$ cat src/rtl/param_tx.sv
// rtl/param_tx.sv - MBINIT.PARAM initiator: sends configuration_req, awaits configuration_resp, drives checker
module param_tx #(
    parameter int SB_MSG_Width   = 4,
    parameter int TIMEOUT_CYCLES = 8000000
) (
    input  logic                    i_clk,
    input  logic                    i_rst,
    input  logic                    i_MBINIT_en,
    input  logic                    i_sb_busy,
    input  logic                    i_falling_edge_busy,
    input  logic                    i_sb_valid,
    input  logic [SB_MSG_Width-1:0] i_decoded_sb_msg,
    input  logic                    i_finish,
    input  logic                    i_param_ok,
    output logic [SB_MSG_Width-1:0] o_encoded_SB_msg,
    output logic                    o_msg_valid,
    output logic                    o_check_en,
    output logic                    o_PARAM_UP_end,
    output logic                    o_param_err,
    output logic                    o_timeout_err
);

    localparam int TW = $clog2(TIMEOUT_CYCLES + 1);
    localparam logic [TW-1:0] T_LAST = TW'(TIMEOUT_CYCLES - 1);
    localparam logic [TW-1:0] T_MAX  = TW'(TIMEOUT_CYCLES);
    localparam logic [SB_MSG_Width-1:0] MSG_REQ  = SB_MSG_Width'(1);
    localparam logic [SB_MSG_Width-1:0] MSG_RESP = SB_MSG_Width'(2);

    typedef enum logic [2:0] {
        IDLE,
        CHECK_SB,
        SEND_REQ,
        WAIT_RESP,
        CHECK_RESP,
        PARAM_END,
        ERROR
    } state_t;

    state_t                  state, ns;
    logic [TW-1:0]           timer, timer_n;
    logic                    early_resp, early_resp_n;
    logic                    counting, resp_seen, param_fail, tmo_hit;
    logic [SB_MSG_Width-1:0] msg_n;
    logic                    msg_valid_n, check_en_n, end_n, param_err_n, timeout_err_n;

    always_ff @(posedge i_clk) begin
        if (i_rst) begin
            state            <= IDLE;
            timer            <= '0;
            early_resp       <= 1'b0;
            o_encoded_SB_msg <= '0;
            o_msg_valid      <= 1'b0;
            o_check_en       <= 1'b0;
            o_PARAM_UP_end   <= 1'b0;
            o_param_err      <= 1'b0;
            o_timeout_err    <= 1'b0;
        end else begin
            state            <= ns;
            timer            <= timer_n;
            early_resp       <= early_resp_n;
            o_encoded_SB_msg <= msg_n;
            o_msg_valid      <= msg_valid_n;
            o_check_en       <= check_en_n;
            o_PARAM_UP_end   <= end_n;
            o_param_err      <= param_err_n;
            o_timeout_err    <= timeout_err_n;
        end
    end

    always_comb begin
        ns            = state;
        param_fail    = 1'b0;
        tmo_hit       = 1'b0;
        counting      = (state == CHECK_SB) || (state == SEND_REQ) ||
                        (state == WAIT_RESP) || (state == CHECK_RESP);
        resp_seen     = i_sb_valid && (i_decoded_sb_msg == MSG_RESP);

        case (state)
            IDLE:       if (i_MBINIT_en) ns = CHECK_SB;
            CHECK_SB:   if (!i_sb_busy) ns = SEND_REQ;
            SEND_REQ:   if (i_falling_edge_busy) ns = WAIT_RESP;
            WAIT_RESP:  if (resp_seen || early_resp) ns = CHECK_RESP;
            CHECK_RESP: begin
                if (i_finish) begin
                    if (i_param_ok) begin
                        ns = PARAM_END;
                    end else begin
                        ns         = ERROR;
                        param_fail = 1'b1;
                    end
                end
            end
            PARAM_END:  ns = PARAM_END;
            ERROR:      ns = ERROR;
            default:    ns = IDLE;
        endcase

        // Any forward move in the cycle the budget runs out takes priority over the timeout.
        if (counting && (ns == state) && (timer >= T_LAST)) begin
            ns      = ERROR;
            tmo_hit = 1'b1;
        end

        if (!i_MBINIT_en) ns = IDLE;

        timer_n = timer;
        if (!i_MBINIT_en || state == IDLE) begin
            timer_n = '0;
        end else if (counting && timer != T_MAX) begin
            timer_n = timer + 1'b1;
        end

        early_resp_n = early_resp;
        if (!i_MBINIT_en || state == IDLE || state == WAIT_RESP) begin
            early_resp_n = 1'b0;
        end else if (state == SEND_REQ && resp_seen) begin
            early_resp_n = 1'b1;
        end

        msg_valid_n   = (ns == SEND_REQ);
        msg_n         = (ns == SEND_REQ) ? MSG_REQ : '0;
        check_en_n    = (ns == CHECK_RESP);
        end_n         = (ns == PARAM_END);
        param_err_n   = (ns == ERROR) && ((state == ERROR) ? o_param_err   : param_fail);
        timeout_err_n = (ns == ERROR) && ((state == ERROR) ? o_timeout_err : tmo_hit);
    end

endmodule
$ cat config.mk
export PLATFORM = sky130hd
export DESIGN_NAME = param_tx
export DESIGN_NICKNAME = d
export VERILOG_FILES = /design/src/rtl/param_tx.sv
export SDC_FILE = /design/constraint.sdc
export NUM_CORES = 1
export LEC_CHECK = 0
export BUFFER_PORTS_ARGS = -buffer_cell sky130_fd_sc_hd__buf_2
export CAP_MARGIN = 20
export CORE_ASPECT_RATIO = 1.1
export CORE_MARGIN = 2
export CORE_UTILIZATION = 54
export DETAILED_ROUTE_END_ITERATION = 8
export GPL_TIMING_DRIVEN = 0
export MAX_ROUTING_LAYER = met4
export PLACE_DENSITY_LB_ADDON = 0.15
export SLEW_MARGIN = 5
export SYNTH_ARGS = -nofsm -noshare
export SYNTH_HDL_FRONTEND = slang
export SYNTH_SLANG_ARGS = --single-unit
$ cat constraint.sdc
create_clock -name i_clk -period 3.84 [get_ports i_clk]
set_input_delay 0.192 -clock i_clk [delete_from_list [all_inputs] [get_ports i_clk]]
set_output_delay 0.192 -clock i_clk [all_outputs]
set_load 0.01 [all_outputs]
# After elaboration in Yosys (flattened, before gate mapping)
# Cells that the tools add are included.
[classes]
addsub = 1
n_lt_le_gt_ge = 1
n_eq_ne = 13
n_mux = 16
n_reduce_logical = 17
[ops]
columns = ["operator", "count"]
rows = [
  ["23-bit by 1-bit adder with 23-bit output (second input constant)", 1],
  ["23-bit greater-or-equal comparator (second input constant)", 1],
  ["23-bit inequality test (second input constant)", 1],
  ["3-bit two-way mux", 7],
  ["3-bit case mux with 7 select lines", 1],
  ["3-bit equality test (second input constant)", 6],
  ["3-bit by 2-bit equality test with 1-bit output (second input constant)", 3],
  ["1-bit logical AND", 7],
  ["1-bit two-way mux", 7],
  ["1-bit logical OR", 6],
  ["4-bit by 2-bit equality test with 1-bit output (second input constant)", 1],
  ["2-bit OR reduction", 2],
  ["3-bit by 1-bit equality test with 1-bit output (second input constant)", 1],
  ["3-bit equality test", 1],
  ["3-bit zero test", 1],
  ["2-bit two-way mux", 1],
  ["1-bit zero test", 1],
]
[totals]
reg_bits = 36
input_bits = 12
out_inout_bits = 9
elab_cells = 57

# Depth between registers and ports, before layout
# Gate-level depths: netlist (run 1).
[depth]
ltp_word = 12
depth_mapped = 8
ltp_nobuf = 7

# Worst setup path before layout (run 1)
# OpenSTA, ideal clock, no wires.
[synth_path]
path_kind = "register -> register"
from = "register timer[14]"
to = "register state[0]"
setup_time_ns = 0.127
t_arrival_ns = 1.928
t_required_ns = 3.713
setup_slack_ns = 1.785
stages_incl_launch_ff = 6
path_buffers = 0
synth_period_minus_slack_ns = 2.055
cell_sequence = "dfxtp_1 -> or4_4 -> or4_4 -> o31ai_2 -> o221ai_2 -> nor3b_1"
[synth_between]
elab_chain_cells = 4
[synth_rtl]
columns = ["item", "line_no", "rtl"]
rows = [
  ["from (decl)", "40", "logic [TW-1:0] timer, timer_n;"],
  ["from (signal assigned)", "59", "timer <= timer_n;"],
  ["23-bit greater-or-equal comparator", "99", "if (counting && (ns == state) && (timer >= T_LAST)) begin"],
  ["1-bit logical AND", "99", ""],
  ["3-bit two-way mux", "99", ""],
  ["3-bit two-way mux", "104", "if (!i_MBINIT_en) ns = IDLE;"],
  ["to (signal assigned)", "58", "state <= ns;"],
  ["to (decl)", "39", "state_t state, ns;"],
]
# No other way between the ends.
# A chain may end at the register's enable or synchronous reset.

# Worst setup path after layout (run 1)
[layout_path]
from = "register timer[2]"
to = "register timer[12]"
[layout_between]
elab_chain_cells = 2
elab_cells_between_ends = 3
classes_between = "add/sub: 1; eq/ne: 1; reduce/logical: 1"
[layout_rtl]
columns = ["item"]
rows = [
  ["branches (longest 2 deep; another with 23-bit by 1-bit adder with 23-bit output)"],
]
# Several ways; the timed one is not identified.

==> summary.md, run 1 <==
| Metric | Value |
|---|---|
| Status | `finished clean` |
| Final hold viol count | `0` |
| Switching Share | `0.2371` |
| Final cell count without fillers | `278` |
| Flop pwr share | `0.525` |
| Initial core utilization | `0.5755` |
| Die W | `58.58 um` |
| Initial antenna violation count | `0` |
| First-pass GRT wire length | `6727 um` |
| Vias | `1626` |
| Starting DRC count in detailed routing | `57` |
| RR Startpoint | `timer[2]` |
| CTS Sinks | `32` |
| CTS resizes | `0` |
| Post-route cell area | `0.001994 mm2` |
| Primary FF master, synth | `dfxtp_1` |
| Port Buffers | `17` |
| Grt ovf | `0` |
| Dpl cells | `269` |
| Worst slew pin tran | `0.5181 ns` |
| Netlist cell types | `48` |
| Min Tclk post-route | `2.230 ns` |
| RSZ-0062 raised after global routing | `no` |
| Period utilization | `0.5808` |
| Ranking of synthesized cells by area | `dfxtp_1 36%, xnor2_1 6.4%, a21oi_1 4.5%, nand2_1 4.2%, nor2_1 3.8%` |
| Final HPWL DP | `2726 um` |
| Critical path required time | `4.11 ns` |
| Worst hold path startpoint | `i_MBINIT_en` |
| Placed Area | `0.001904 mm2` |
| Most frequent cells after synthesis | `32 x dfxtp_1, 20 x nand2_1, 18 x nor2_1` |
| Fraction of registers with async set/reset | `0` |
| EDFF count, synth | `0` |
| Cells after Synth | `216` |
| Row count | `21` |
| CP Max Fanout | `10` |
| Multi-input gate area | `0.001033 mm2` |
| First-pass DRT Iterations | `4` |
| Post-synthesis register bit count | `32` |
| VDD IR max | `0.0002933 V` |
| Largest net degree at the start of global routing | `12` |
| Ys Warns | `0` |
| Postcts setup bufs | `0` |
| Most numerous cell in the Yosys netlist | `dfxtp_1` |
| # IOs | `21` |
| Clk pin slew, worst setup/hold paths | `0.12 ns` |
| Register area share after synthesis | `0.3621` |
| Worst skew pair latency | `0.35 ns` |
| Max-cap violations | `0` |
| CTS tree | `done` |
| DRC | `0` |
| Critical path launch point | `timer[2]` |
| Ant. Diodes | `0` |
| Final Max Tran Viols | `0` |
| ANT nets after route | `0` |
| Clock Skew | `0.01773 ns` |
| Post-synthesis cell area | `0.001769 mm2` |
| Clk pwr share | `0.412` |
| CP endpoint kind | `register` |
| Dominant cell type by area after synthesis | `dfxtp_1` |
| Post-CTS Hold Fix Bufs | `1` |
| Crit path DAT | `2.50 ns` |
| H-tree Lvls | `2` |
| LEAKAGE | `0.0006939 uW` |
| Mean post-synth cell area | `8.191 um2` |
| Fin Setup TNS | `0 ns` |
| Wire per inst | `13.76 um` |
| NetSw | `150.8 uW` |
| Worst hold path type | `in2reg` |
| Total GRT Usage | `0.2367` |
| Total Wirelength | `3824 um` |
| Die Span Y | `64.04 um` |
| Total CTS buffers | `5` |
| Gp weighted congestion | `0.8635` |
| Final setup violation count | `0` |
| Yosys top cell area share | `0.3621` |
| Average vias per placed instance | `5.849` |
| Die Area | `0.003751 mm2` |
| PwrDens | `318.9 mW/mm2` |
| Maximum clock frequency | `448.4 MHz` |
| Crit path kind | `reg2reg` |
| Deepest clock path buffer count | `2` |
| Root Driver | `clkbuf_4` |
| Number of nets in the layout | `257` |
| Gate power share | `0.062` |
| Core ar. | `0.003074 mm2` |
| Register area | `640.6 um2` |
| Vias in the first global route | `1524` |
| Area grow syn2layout | `12.73%` |
| CP Launch Type | `register` |
| Fillers | `270` |
| Slew headroom | `0.6518` |
| Cell-internal power | `485.2 uW` |
| Layout cell share with drive strength beyond 1 | `0.1844` |
[per-layer routing]
| metal | vias to the layer above | global-route usage | wire length [um] |
|---|---|---|---|
| li1 | 842 | - | - |
| met1 | 744 | 0.2769 | 1759 |
| met2 | 30 | 0.3904 | 1809 |
| met3 | 10 | 0.05870 | 164 |
| met4 | 0 | 0.08523 | 90 |
| met5 | - | - | 0 |
[power groups by stage]
stage | logic, uW | clock network, uW | registers (uW)
after floorplan | 25.3 | 0 | 341
after global placement | 37.8 | 0 | 342
after detailed placement | 38.5 | 0 | 342
after CTS | 39.4 | 265 | 334
after global routing | 44.3 | 281 | 334
final | 39.7 | 262 | 334
[cell type report]
| type | instances | area share |
|---|---|---|
| clock buffer | 5 | 0.01882 |
| buffer | 13 | 0.03639 |
| clock inverter | 3 | 0.02133 |
| multi-input combinational | 165 | 0.5182 |
| inverter | 8 | 0.01506 |
| tap | 34 | 0.02133 |
| sequential | 32 | 0.3212 |
| timing repair buffer | 18 | 0.04768 |
[cells by family after synthesis]
family	share of synthesized area
compound gates	0.1782
xor+xnor	0.06436
fa+ha+maj	0.01414
buf+inv	0.05800
flops	0.3621
mux	0.01132
other cells	0.002120
simple gates	0.3098
[worst max-delay path: stages, from the launching register on]
cell and delay [ns]:
dfxtp_1 0.39, or4_1 0.55, nor4_2 0.51, a21o_1 0.29, buf_4 0.21, o31ai_1 0.09, a21oi_1 0.12
[stage by stage]
step                worst slack (ns)  power [uW]  utilization  hold WS (ns)
global placement               1.648       379.4       0.6195        0.3650
detailed placement             1.635       380.2       0.6195        0.3710
floorplan                      1.785       366.5            -        0.2681
CTS                            1.611       638.3       0.6488        0.2134
global route                   1.473       659.7       0.6488        0.2578
finish                         1.610       636.0       0.6488        0.2148
[path summary, 6_finish.rpt]
check | to | slack [ns] | depth (start not counted)
setup / recovery | timer[12] | 1.61 | 6
hold / removal | o_PARAM_UP_end | 0.21 | 3
setup reg to reg | timer[12] | 1.61 | 6
hold reg to reg | o_timeout_err | 0.48 | 2
[cells in the final DEF, fill, tap and decap left out, drive strengths merged, types with 4 or more instances in the layout]
master   n
nor4     6
clkbuf   7
dfxtp   32
nor3     8
nand3   10
o211ai   5
xnor2   13
buf     28
nand2   20
nor2    18
or3      4
or4      9
inv      8
nand4    5
o21ai   10
a21oi   16
[sequential cells by signal, summed over array words and instances, names as in the netlist]
name / flops
o_timeout_err: 1
timer: 23
early_resp: 1
o_param_err: 1
state: 3
o_check_en: 1
o_PARAM_UP_end: 1
o_msg_valid: 1
Power figures use the tool's default switching activity.
==> run 2: changes to the inputs <==
CORE_UTILIZATION = 52   (was 54)
clock period = 1.9 ns   (was 3.84 ns; I/O delays follow)
==> summary.md, run 2 (synthesis gave the netlist of run 1 again) <==
| Metric | Value |
|---|---|
| Status | `finished with violations` |
| Failing checks | `negative setup slack` |
| Die Span Y | `65.18 um` |
| Final WS setup | `-0.1714 ns` |
| Slowest stage delay, CP | `0.54 ns` |
| Period utilization | `1.090` |
| Port Buffers | `17` |
| Min Tclk post-route | `2.071 ns` |
| Critical path required time | `2.13 ns` |
| Ant. Diodes | `0` |
| RSZ-0062 raised after global routing | `yes` |
| Fin Setup TNS | `-1.806 ns` |
| Final hold viol count | `0` |
| Row count | `22` |
| Final Max Tran Viols | `0` |
| ANT nets after route | `0` |
| VDD IR max | `0.0003485 V` |
| Clock Skew | `0.01482 ns` |
| Initial antenna violation count | `0` |
| Maximum clock frequency | `482.8 MHz` |
| Top cell by count, worst path | `or4_4` |
| Final setup violation count | `18` |
| Die Area | `0.003885 mm2` |
| Reg with most FFs | `timer` |
| Post-route cell area | `0.002216 mm2` |
| Vias in the first global route | `1484` |
| Gp weighted congestion | `0.8948` |
| Total CTS buffers | `5` |
| Clk pin slew, worst setup/hold paths | `0.11 ns` |
| CP Launch Type | `register` |
| R2R Setup Slk | `-0.17 ns` |
| Placed Area | `0.001926 mm2` |
| Leading cell type in the layout, fill and taps excluded | `dfxtp_1` |
| Max-cap violations | `0` |
| Total Wirelength | `4239 um` |
| Initial core utilization | `0.5356` |
| CTS Sinks | `32` |
| Average vias per placed instance | `5.972` |
| Dpl cells | `271` |
| Cell Chain, Critical Path | `or4_4, or4_4, o31ai_4, o221ai_4, nor3b_2` |
| Crit path kind | `reg2reg` |
| CP Max Fanout | `6` |
| # IOs | `21` |
| Largest net degree at the start of global routing | `11` |
| Root Driver | `clkbuf_4` |
| Deepest clock path buffer count | `2` |
| First-pass DRT Iterations | `4` |
| CTS tree | `done` |
| H-tree Lvls | `2` |
| Number of nets in the layout | `267` |
| Die W | `59.62 um` |
| Fillers | `282` |
| Layout cell share with drive strength beyond 1 | `0.3031` |
| Starting DRC count in detailed routing | `114` |
| Top flop regs | `timer: 23 flops, state: 3 flops` |
| Final HPWL DP | `2703 um` |
| DRC | `0` |
| CP max stage cell | `or4_4` |
| Grt ovf | `0` |
| First-pass GRT wire length | `6824 um` |
| CP endpoint kind | `register` |
| Vias | `1732` |
| Final cell count without fillers | `290` |
| Crit path DAT | `2.30 ns` |
| Total GRT Usage | `0.2361` |
| Max reg flops | `23` |
| Wire per inst | `14.62 um` |
| Commonest non-fill, non-tap cells in the layout | `29 x dfxtp_1, 22 x buf_2, 19 x nand2_1` |
| LEAKAGE | `0.0007793 uW` |
| Area grow syn2layout | `25.25%` |
| Final Hold Slack | `0.1199 ns` |
| Core ar. | `0.003303 mm2` |
| Worst hold path type | `in2reg` |
| PwrDens | `540.0 mW/mm2` |
| Worst skew pair latency | `0.35 ns` |
[run 2: report_power, final]
part	leakage (uW)	switching [uW]	total [uW]	internal (uW)
combinational	0.000482	53.6	95.9	42.3
sequential	0.000259	2.97	675	672
clock	0.0000380	249	425	176
total	0.000779	306	1200	891
[run 2: what timing repair did]
action / 4_1_cts / 5_1_grt
gates resized for setup: 12 / 23
endpoints found under the hold margin: 1 / 0
gates cloned: 0 / 1
pin swaps: 3 / 19
setup buffers: 6 / 4
endpoints found under the setup margin: 26 / 28
hold buffers: 1 / 0
[run 2: final cells by class]
class	count	area, um2	area share
sequential	32	644.4	0.2908
clock inverter	2	10.01	0.004517
inverter	8	30.03	0.01355
multi-input combinational	165	1164	0.5251
buffer	12	75.07	0.03388
tap	36	45.04	0.02033
clock buffer	6	51.30	0.02315
timing repair buffer	29	196.4	0.08865
[run 2: routing by layer]
layer / track usage / wire [um]
met2: 0.3750 / 2060
met1: 0.2963 / 1938
met3: 0.05906 / 186
met5: - / 0
met4: 0.06944 / 53
[run 2: final timing paths]
path         startpoint           to  cells after the start
max reg2reg   timer[13]     state[0]                      5
min reg2reg    timer[1]     timer[1]                      2
min          i_param_ok  o_param_err                      4
max           timer[13]     state[0]                      5
[run 2: worst max-delay path: cells and delay by family, from the launching register on]
kind | cells | cell delay, ns
compound gates | 2 | 0.40
simple gates | 3 | 1.24
flops | 1 | 0.34
[run 2: through the flow]
step           total power (uW)  worst slack [ns]  utilization
2_1_floorplan             740.8          -0.04988            -
3_3_place_gp              767.4           -0.2799       0.5830
3_5_place_dp              767.7           -0.2746       0.5830
4_1_cts                    1190           -0.1676       0.6341
5_1_grt                    1242           -0.2412       0.6708
6_report                   1197           -0.1714       0.6708
==> run 3: changes to the inputs <==
CORE_UTILIZATION = 54   (was 52)
CTS_BUF_LIST = sky130_fd_sc_hd__clkbuf_4 sky130_fd_sc_hd__clkbuf_8   (was not set)
==> summary.md, run 3 (synthesis gave the netlist of run 1 again) <==
| Metric | Value |
|---|---|
| Initial antenna violation count | `0` |
| Final setup violation count | `11` |
| CP endpoint kind | `register` |
| Grt ovf | `0` |
| Clk pin slew, worst setup/hold paths | `0.11 ns` |
| Min Tclk post-route | `2.073 ns` |
| Worst skew pair latency | `0.35 ns` |
| Commonest non-fill, non-tap cells in the layout | `30 x dfxtp_1, 22 x buf_2, 19 x nand2_1` |
| Die Span Y | `64.04 um` |
| CP max stage cell | `or4_4` |
| Crit path kind | `reg2reg` |
| Starting DRC count in detailed routing | `105` |
| Top flop regs | `timer: 23 flops, state: 3 flops` |
| Critical path required time | `2.13 ns` |
| Ant. Diodes | `0` |
| Leading cell type in the layout, fill and taps excluded | `dfxtp_1` |
| Gp weighted congestion | `0.8741` |
| Final hold viol count | `0` |
| Min-Delay Path Depth | `4` |
| Fillers | `234` |
| Layout cell share with drive strength beyond 1 | `0.2749` |
| ANT nets after route | `0` |
| Final Max Tran Viols | `0` |
| Vias | `1694` |
| Core ar. | `0.003074 mm2` |
| Die Area | `0.003751 mm2` |
| First-pass GRT wire length | `7017 um` |
| Port Buffers | `17` |
| RSZ-0062 raised after global routing | `yes` |
| Status | `finished with violations` |
| Vias in the first global route | `1563` |
| # IOs | `21` |
| CTS tree | `done` |
| Total CTS buffers | `5` |
| Pwr Total | `1194 uW` |
| Top cell by count, worst path | `or4_4` |
| Reg with most FFs | `timer` |
| Maximum clock frequency | `482.3 MHz` |
| R2R depth | `5` |
| Crit path DAT | `2.31 ns` |
| Max reg flops | `23` |
| Wire per inst | `14.79 um` |
| Deepest clock path buffer count | `2` |
| Final WS setup | `-0.1732 ns` |
| LEAKAGE | `0.0007554 uW` |
| Slowest stage delay, CP | `0.53 ns` |
| Number of nets in the layout | `264` |
| Clock Skew | `0.01332 ns` |
| Period utilization | `1.091` |
| First-pass DRT Iterations | `4` |
| Final Hold Slack | `0.1299 ns` |
| CTS Sinks | `32` |
| Row count | `21` |
| Area grow syn2layout | `22.06%` |
| CP Max Fanout | `6` |
| Total Wirelength | `4215 um` |
| DRC | `0` |
| Largest net degree at the start of global routing | `11` |
| H-tree Lvls | `2` |
| Failing checks | `negative setup slack` |
| Initial core utilization | `0.5755` |
| Cell Chain, Critical Path | `or4_4, or4_4, o31ai_4, o221ai_4, nor3b_2` |
| VDD IR max | `0.0004328 V` |
| Root Driver | `clkbuf_4` |
| Average vias per placed instance | `5.944` |
| Die W | `58.58 um` |
| Max-cap violations | `0` |
| Total GRT Usage | `0.2498` |
| PwrDens | `553.1 mW/mm2` |
| CP Launch Type | `register` |
| Final HPWL DP | `2761 um` |
| Worst hold path type | `in2reg` |
## run 3: report_power, final
group / total [uW] / leakage (uW) / switching [uW] / internal, uW
Sequential: 675 / 0.000259 / 2.39 / 672
Combinational: 95.0 / 0.000459 / 52.1 / 42.8
Clock: 425 / 0.0000380 / 249 / 176
Total: 1190 / 0.000755 / 303 / 891
## run 3: final cells by class
| class | count | area, um2 | area share |
|---|---|---|---|
| inverter | 8 | 30.03 | 0.01390 |
| buffer | 12 | 75.07 | 0.03476 |
| clock buffer | 6 | 51.30 | 0.02375 |
| clock inverter | 2 | 10.01 | 0.004635 |
| timing repair buffer | 26 | 166.4 | 0.07706 |
| sequential | 32 | 643.1 | 0.2978 |
| tap | 34 | 42.54 | 0.01970 |
| multi-input combinational | 165 | 1141 | 0.5284 |
## run 3: metrics by stage
stage | setup slack (ns) | util | area [um2] | TNS (ns) | std cells
floorplan | -0.04988 | - | 1795 | -0.1739 | 218
global placement | -0.2803 | 0.6256 | 1923 | -4.056 | 269
detailed placement | -0.3095 | 0.6256 | 1923 | -4.493 | 269
CTS | -0.1744 | 0.6825 | 2098 | -1.296 | 283
global route | -0.2157 | 0.7025 | 2160 | -1.842 | 285
finish | -0.1732 | 0.7025 | 2160 | -0.8566 | 285
## run 3: worst paths after layout
check | from | end | slack, ns
setup / recovery | timer[13] | state[0] | -0.17
hold / removal | i_param_ok | o_param_err | 0.13
hold reg to reg | timer[1] | timer[1] | 0.50
setup reg to reg | timer[13] | state[0] | -0.17
## run 3: repair_timing
action	in CTS	in global routing
pin swaps	3	5
resized for setup	13	14
gates cloned	0	1
endpoints found under the hold margin	1	0
endpoints found under the setup margin	26	29
hold buffers	1	0
setup buffers	5	2
## run 3: per-layer routing
layer,routed length (um),GRT usage,up-vias
li1,-,-,855
met1,1854,0.2955,787
met2,2061,0.4157,39
met3,199,0.05668,13
met4,101,0.08239,0
met5,0,-,-
## run 3: worst max-delay path, delay by kind of cell, from the launching register on
kind	cells	cell delay [ns]
DFF	1	0.34
AOI/OAI and AO/OA	2	0.39
and+or+nand+nor	3	1.23
